--- src/rtl/alu_share_arbiter.sv ---
// Round-robin front end that shares one ALU between two requesters.
// Ports: req_* (valid/ready + op/A/B), rsp_* (valid/ready + result/zero), busy, alu_* (to/from ALU).
module alu_share_arbiter #(
  parameter int WORD_SIZE = 16
) (
  input  logic                 clk,
  input  logic                 rst_n,
  input  logic [1:0]           req_valid,
  output logic [1:0]           req_ready,
  input  logic [1:0]           req_op0,
  input  logic [1:0]           req_op1,
  input  logic [WORD_SIZE-1:0] req_a0,
  input  logic [WORD_SIZE-1:0] req_a1,
  input  logic [WORD_SIZE-1:0] req_b0,
  input  logic [WORD_SIZE-1:0] req_b1,
  output logic [1:0]           rsp_valid,
  input  logic [1:0]           rsp_ready,
  output logic [WORD_SIZE-1:0] rsp_result,
  output logic                 rsp_zero,
  output logic                 busy,
  output logic [1:0]           alu_operation,
  output logic [WORD_SIZE-1:0] alu_operand_a,
  output logic [WORD_SIZE-1:0] alu_operand_b,
  input  logic [WORD_SIZE-1:0] alu_result,
  input  logic                 alu_zero
);

  typedef enum logic [1:0] {
    S_IDLE = 2'd0,
    S_EXEC = 2'd1,
    S_RESP = 2'd2
  } state_t;

  state_t               r_state;
  state_t               w_next;
  logic                 r_last;
  logic                 r_id;
  logic [1:0]           r_op;
  logic [WORD_SIZE-1:0] r_a;
  logic [WORD_SIZE-1:0] r_b;
  logic [WORD_SIZE-1:0] r_result;
  logic                 r_zero;
  logic                 w_gnt;
  logic                 w_accept;

  // Tie goes to whoever did not win last; otherwise the lone requester.
  always_comb begin
    w_gnt = req_valid[1];
    if (&req_valid)
      w_gnt = ~r_last;
  end

  always_comb begin
    w_next    = r_state;
    w_accept  = 1'b0;
    req_ready = 2'b00;
    unique case (r_state)
      S_IDLE: begin
        // Gate on rst_n so no grant is advertised while held in reset.
        if ((|req_valid) && rst_n) begin
          w_accept  = 1'b1;
          req_ready = w_gnt ? 2'b10 : 2'b01;
          w_next    = S_EXEC;
        end
      end
      S_EXEC: w_next = S_RESP;
      S_RESP: begin
        if (rsp_ready[r_id])
          w_next = S_IDLE;
      end
      default: w_next = S_IDLE;
    endcase
  end

  always_ff @(posedge clk or negedge rst_n) begin
    if (!rst_n)
      r_state <= S_IDLE;
    else
      r_state <= w_next;
  end

  always_ff @(posedge clk or negedge rst_n) begin
    if (!rst_n) begin
      r_last   <= 1'b1;
      r_id     <= 1'b0;
      r_op     <= '0;
      r_a      <= '0;
      r_b      <= '0;
      r_result <= '0;
      r_zero   <= 1'b0;
    end else begin
      if (w_accept) begin
        r_id   <= w_gnt;
        r_last <= w_gnt;
        r_op   <= w_gnt ? req_op1 : req_op0;
        r_a    <= w_gnt ? req_a1  : req_a0;
        r_b    <= w_gnt ? req_b1  : req_b0;
      end
      if (r_state == S_EXEC) begin
        r_result <= alu_result;
        r_zero   <= alu_zero;
      end
    end
  end

  assign rsp_valid     = (r_state == S_RESP) ?
                         (r_id ? 2'b10 : 2'b01) : 2'b00;
  assign rsp_result    = r_result;
  assign rsp_zero      = r_zero;
  assign busy          = (r_state != S_IDLE);
  assign alu_operation = r_op;
  assign alu_operand_a = r_a;
  assign alu_operand_b = r_b;

endmodule

--- config.mk ---
export PLATFORM = sky130hd
export DESIGN_NAME = alu_share_arbiter
export DESIGN_NICKNAME = d
export VERILOG_FILES = /design/src/rtl/alu_share_arbiter.sv
export SDC_FILE = /design/constraint.sdc
export NUM_CORES = 1
export LEC_CHECK = 0
export ABC_AREA = 0
export CELL_PAD_IN_SITES_DETAIL_PLACEMENT = 0
export CELL_PAD_IN_SITES_GLOBAL_PLACEMENT = 1
export CORE_MARGIN = 2
export CORE_UTILIZATION = 29
export DETAILED_ROUTE_END_ITERATION = 8
export PLACE_DENSITY = 0.77
export REMOVE_ABC_BUFFERS = 1
export SYNTH_ARGS = -nofsm -noshare
export SYNTH_HDL_FRONTEND = slang
export SYNTH_SLANG_ARGS = --single-unit
export TNS_END_PERCENT = 5
--- constraint.sdc ---
create_clock -name clk -period 2.05 [get_ports clk]
set_input_delay 0.41 -clock clk [delete_from_list [all_inputs] [get_ports clk]]
set_output_delay 0.41 -clock clk [all_outputs]
set_load 0.05 [all_outputs]
# ---- Yosys cells after proc, flatten, opt, wreduce, memory -nomap -nowiden
# Cells that the tools add are included.
dict set report op_classes {
  n_addsub 0
  mul 0
  div 0
  magnitude_cmp 1
  eq_ne 4
  n_shift 0
  n_mux 16
  bitwise_logic 1
  n_reduce_logical 6
}
# op count
set ops {}
lappend ops {{$mux 16} 2}
lappend ops {{$mux 2} 8}
lappend ops {{$pmux 2 s3} 1}
lappend ops {{$mux 1} 5}
lappend ops {{$ne 2x2->1 const B} 2}
lappend ops {{$reduce_and 2->1} 2}
lappend ops {{$eq 2x1->1 const B} 1}
lappend ops {{$eq 2x2->1 const B} 1}
lappend ops {{$logic_not 2->1} 1}
lappend ops {{$lt 1x2->1 const B} 1}
lappend ops {{$reduce_bool 2->1} 1}
lappend ops {{$reduce_or 2->1} 1}
lappend ops {{$logic_and 1x1->1} 1}
lappend ops {{$not 1->1} 1}
dict set report totals {
  reg_bits 55
  latchBits 0
  mem_bits_rw 0
  mem_bits_ro 0
  output_inout_bits 56
  mem_count 0
}

# ---- Depth between registers and ports, before layout
dict set report depth {
  ltp_word 5
  ltp_mapped 6
}

# ---- Worst setup path after synthesis
# Ideal clock, no wire load.
dict set report synth_timing {
  path_kind {flip-flop to output port}
  from {register r_state[0]}
  to {output port req_ready[0]}
  t_arrival_ns 1.576
  required_time_ns 1.640
  setup_slack_ns 0.064
  path_stages_with_launch 5
  path_buffers 2
  cell_sequence {dfrtp_1 or3b_1 buf_6 buf_8 nor3b_4}
}
dict set report synth_via {
  elab_chain_cells 2
}
# element line
set synth_rtl {}
lappend synth_rtl {{start: declaration} 34} ;# state_t r_state;
lappend synth_rtl {{start signal: assignment} 79} ;# r_state <= w_next;
lappend synth_rtl {{$logic_not 2->1} 57} ;# unique case (r_state)
lappend synth_rtl {{$mux 2} 57}
lappend synth_rtl {{end: declaration} 9} ;# output logic [1:0] req_ready,
# Every way passes these cells.

# ---- Worst setup path in the final report
dict set report layout_timing {
  from {register r_state[1]}
  to {output port req_ready[0]}
}
# Same word-level chain as after synthesis.

==> reports/results.txt <==
Pwr Total - 6.86 mW
Power Dens Cells - 1580 mW/mm^2
worst hold slack - 0.110 ns
Root Driver - clkbuf_8
Worst Path Arrival - 1.58 ns
largest net degree at the start of global routing - 35
Critical Path End Type - output pin
via count - 2229
proportion of layout cells with a drive suffix above 1 - 23.4%
Max VDD drop - 0.000732 V
clock latency on the worst-skew pair - 0.30 ns
Pre-Repair DR Iteration Count - 4
final period utilization - 97.3%
Starting Density - 30.0%
path depth of the worst reg2reg path - 4
total CTS buffers - 5
Iter 0 DRT Violations - 60
leak pwr - 1.77 nW
warning count from the yosys run - 0
post-synth cell types - 24
n_diodes - 0
Least-Margin Pin Slew - 0.537 ns
Crit Path Category - register to output pin
min-delay worst type - input pin to asynchronous set/reset pin
Vias per Instance - 4.73
Finish-stage setup viols - 0
first-pass GRT wire length - 12.6 mm
CTS tree - yes
syn_area_per_cell - 12.3 um^2
min Tclk post-route - 1.99 ns
post-detail-place hpwl - 5.65 mm
wire length per cell - 16.1 um
WP data required - 1.64 ns
die outline width - 99.3 um
Die Area - 0.00985 mm^2
IO Port Bufs - 146
cell count after synthesis - 214
maxcap violations - 0
final net count - 453
critical path startpoint category - register
vias in the first global route - 2380
relative slew slack - 64.2%
unrepaired setup endpoints after global routing - yes
depth of the CTS H-tree - 2
Top-Level Pins - 147
number of synthesized register bits - 55
clock sink count - 55
CTS clock-pin slew for the worst setup and hold paths - 0.10 ns
GP Congestion - 0.699
Fin. Hold Viols - 0
Setup Skew - 0.00893 ns
sequential cell area - 0.00138 mm^2
Seq/Total Area, Yosys - 52.4%
fill count - 832
CP Max Fanout - 4
outcome - complete, no violations
area of the multi-input gates - 0.00111 mm^2
DRC - 0
P&R area growth vs syn - 64.8%
final wirelength - 7.56 mm
row count - 34
hold bufs inserted after CTS - 0
core area - 0.00876 mm^2
top cell type's share of synthesized area - 51.4%
grt ovf - 0
largest cells by area after synthesis - dfrtp_1, a221o_1, nor3_2, mux2_2, nand2_1
Die H - 99.3 um
GRT Util Overall - 15.9%
antenna violations before repair - 0
Max Root-Sink Buffers - 2
Max Fclk - 0.502 GHz
Synth area leader - dfrtp_1
Detail Route Antenna Nets - 0
Final Slew Violations - 0
synthesized cell area - 0.00263 mm^2
[synth_stat cells]
| cell type | count |
|---|---|
| nand2b_1 | 2 |
| nor2_1 | 2 |
| o21ai_0 | 1 |
| and3_1 | 1 |
| a21oi_1 | 2 |
| buf_8 | 1 |
| or2_2 | 1 |
| nor3_1 | 5 |
| nor2b_1 | 1 |
| nor3_2 | 29 |
| buf_2 | 6 |
| mux2_2 | 18 |
| nor3b_2 | 1 |
| a221o_1 | 34 |
| nand2_1 | 35 |
| inv_1 | 3 |
| o21ai_2 | 1 |
| dfrtp_1 | 54 |
| nor3b_4 | 1 |
| or3b_1 | 1 |
| clkbuf_1 | 6 |
| buf_6 | 6 |
| dfstp_2 | 1 |
| buf_4 | 2 |
[routing by layer]
metal / vias up / GRT usage [%] / wire [um]
met4: 0 / 2.63 / 27
met1: 1037 / 23.2 / 3460
met3: 2 / 4.29 / 619
met5: - / 0 / 0
li1: 1083 / - / -
met2: 107 / 24.3 / 3460
[worst max-delay path, stage by stage (launching register included)]
cell and delay (ns):
dfrtp_1 0.42, or3b_4 0.43, nor3b_4 0.25, buf_12 0.17
[cells in the final DEF, fill, tap and decap left out, drive strengths merged, types with 3 or more instances in the layout]
cell	n
a221o	34
buf	22
clkbuf	6
clkdlybuf4s50	140
dfrtp	54
inv	3
mux2	18
nand2	35
nor3	34
[power breakdown]
part	leakage (nW)	internal, mW	switching (mW)
clock	0.0474	0.277	0.355
sequential	0.667	1.61	0.314
combinational	1.05	1.63	2.67
total	1.77	3.52	3.34
[metrics by stage]
stage / utilization, % / instance area (um^2) / cells / TNS [ns] / worst slack, ns
3_5_place_dp: 48.2 / 4230 / 462 / 0 / 0.0598
5_1_grt: 49.5 / 4340 / 471 / -0.0162 / -0.00977
3_3_place_gp: 48.2 / 4230 / 462 / 0 / 0.0905
2_1_floorplan: - / 2480 / 193 / -34.56 / -1.18
6_report: 49.5 / 4340 / 471 / 0 / 0.0561
4_1_cts: 49.4 / 4330 / 470 / -0.00222 / -0.00222
[registers in the layout, summed over array words and instances, names as in the netlist]
signal and cells:
alu_operand_a 16, alu_operand_b 16, rsp_zero 1, r_id 1, alu_operation 2, r_last 1
r_state 2, rsp_result 16
[area by class of cell]
cell class	instances	share of cell area [%]
Timing Repair Buffer	162	36.9
Inverter	3	0.260
Sequential cell	55	31.8
Clock buffer	6	1.90
Clock inverter	2	0.375
Tap cell	108	3.12
Multi-Input combinational cell	135	25.6
[repair_timing]
item | CTS | global route
gates resized for setup | 2 | 0
buffers inserted | 0 | 1
cloned | 0 | 0
endpoints found under the setup margin | 2 | 2
pin swaps | 2 | 1
[logic make-up after synthesis]
family / after synthesis / share of synthesized area (%)
compound gates: 38 / 13.8
buf+inv: 24 / 6.13
flops: 55 / 52.4
mux: 18 / 7.70
simple gates: 79 / 20.0
[worst paths after layout]
check,from,to,slack [ns]
worst max-delay path,r_state[1]$_DFFE_PN0P_,req_ready[0],0.06
worst min-delay path,rst_n,r_state[0]$_DFFE_PN0P_,0.11
worst max register to register,r_state[1]$_DFFE_PN0P_,alu_operand_b[13]$_DFFE_PN0P_,0.41
worst min register to register,r_last$_DFFE_PN1P_,r_last$_DFFE_PN1P_,0.51
max in group asynchronous,rst_n,alu_operand_a[10]$_DFFE_PN0P_,1.61
min in group clk,r_last$_DFFE_PN1P_,r_last$_DFFE_PN1P_,0.51
No activity file was read; power rests on OpenSTA's default activity.
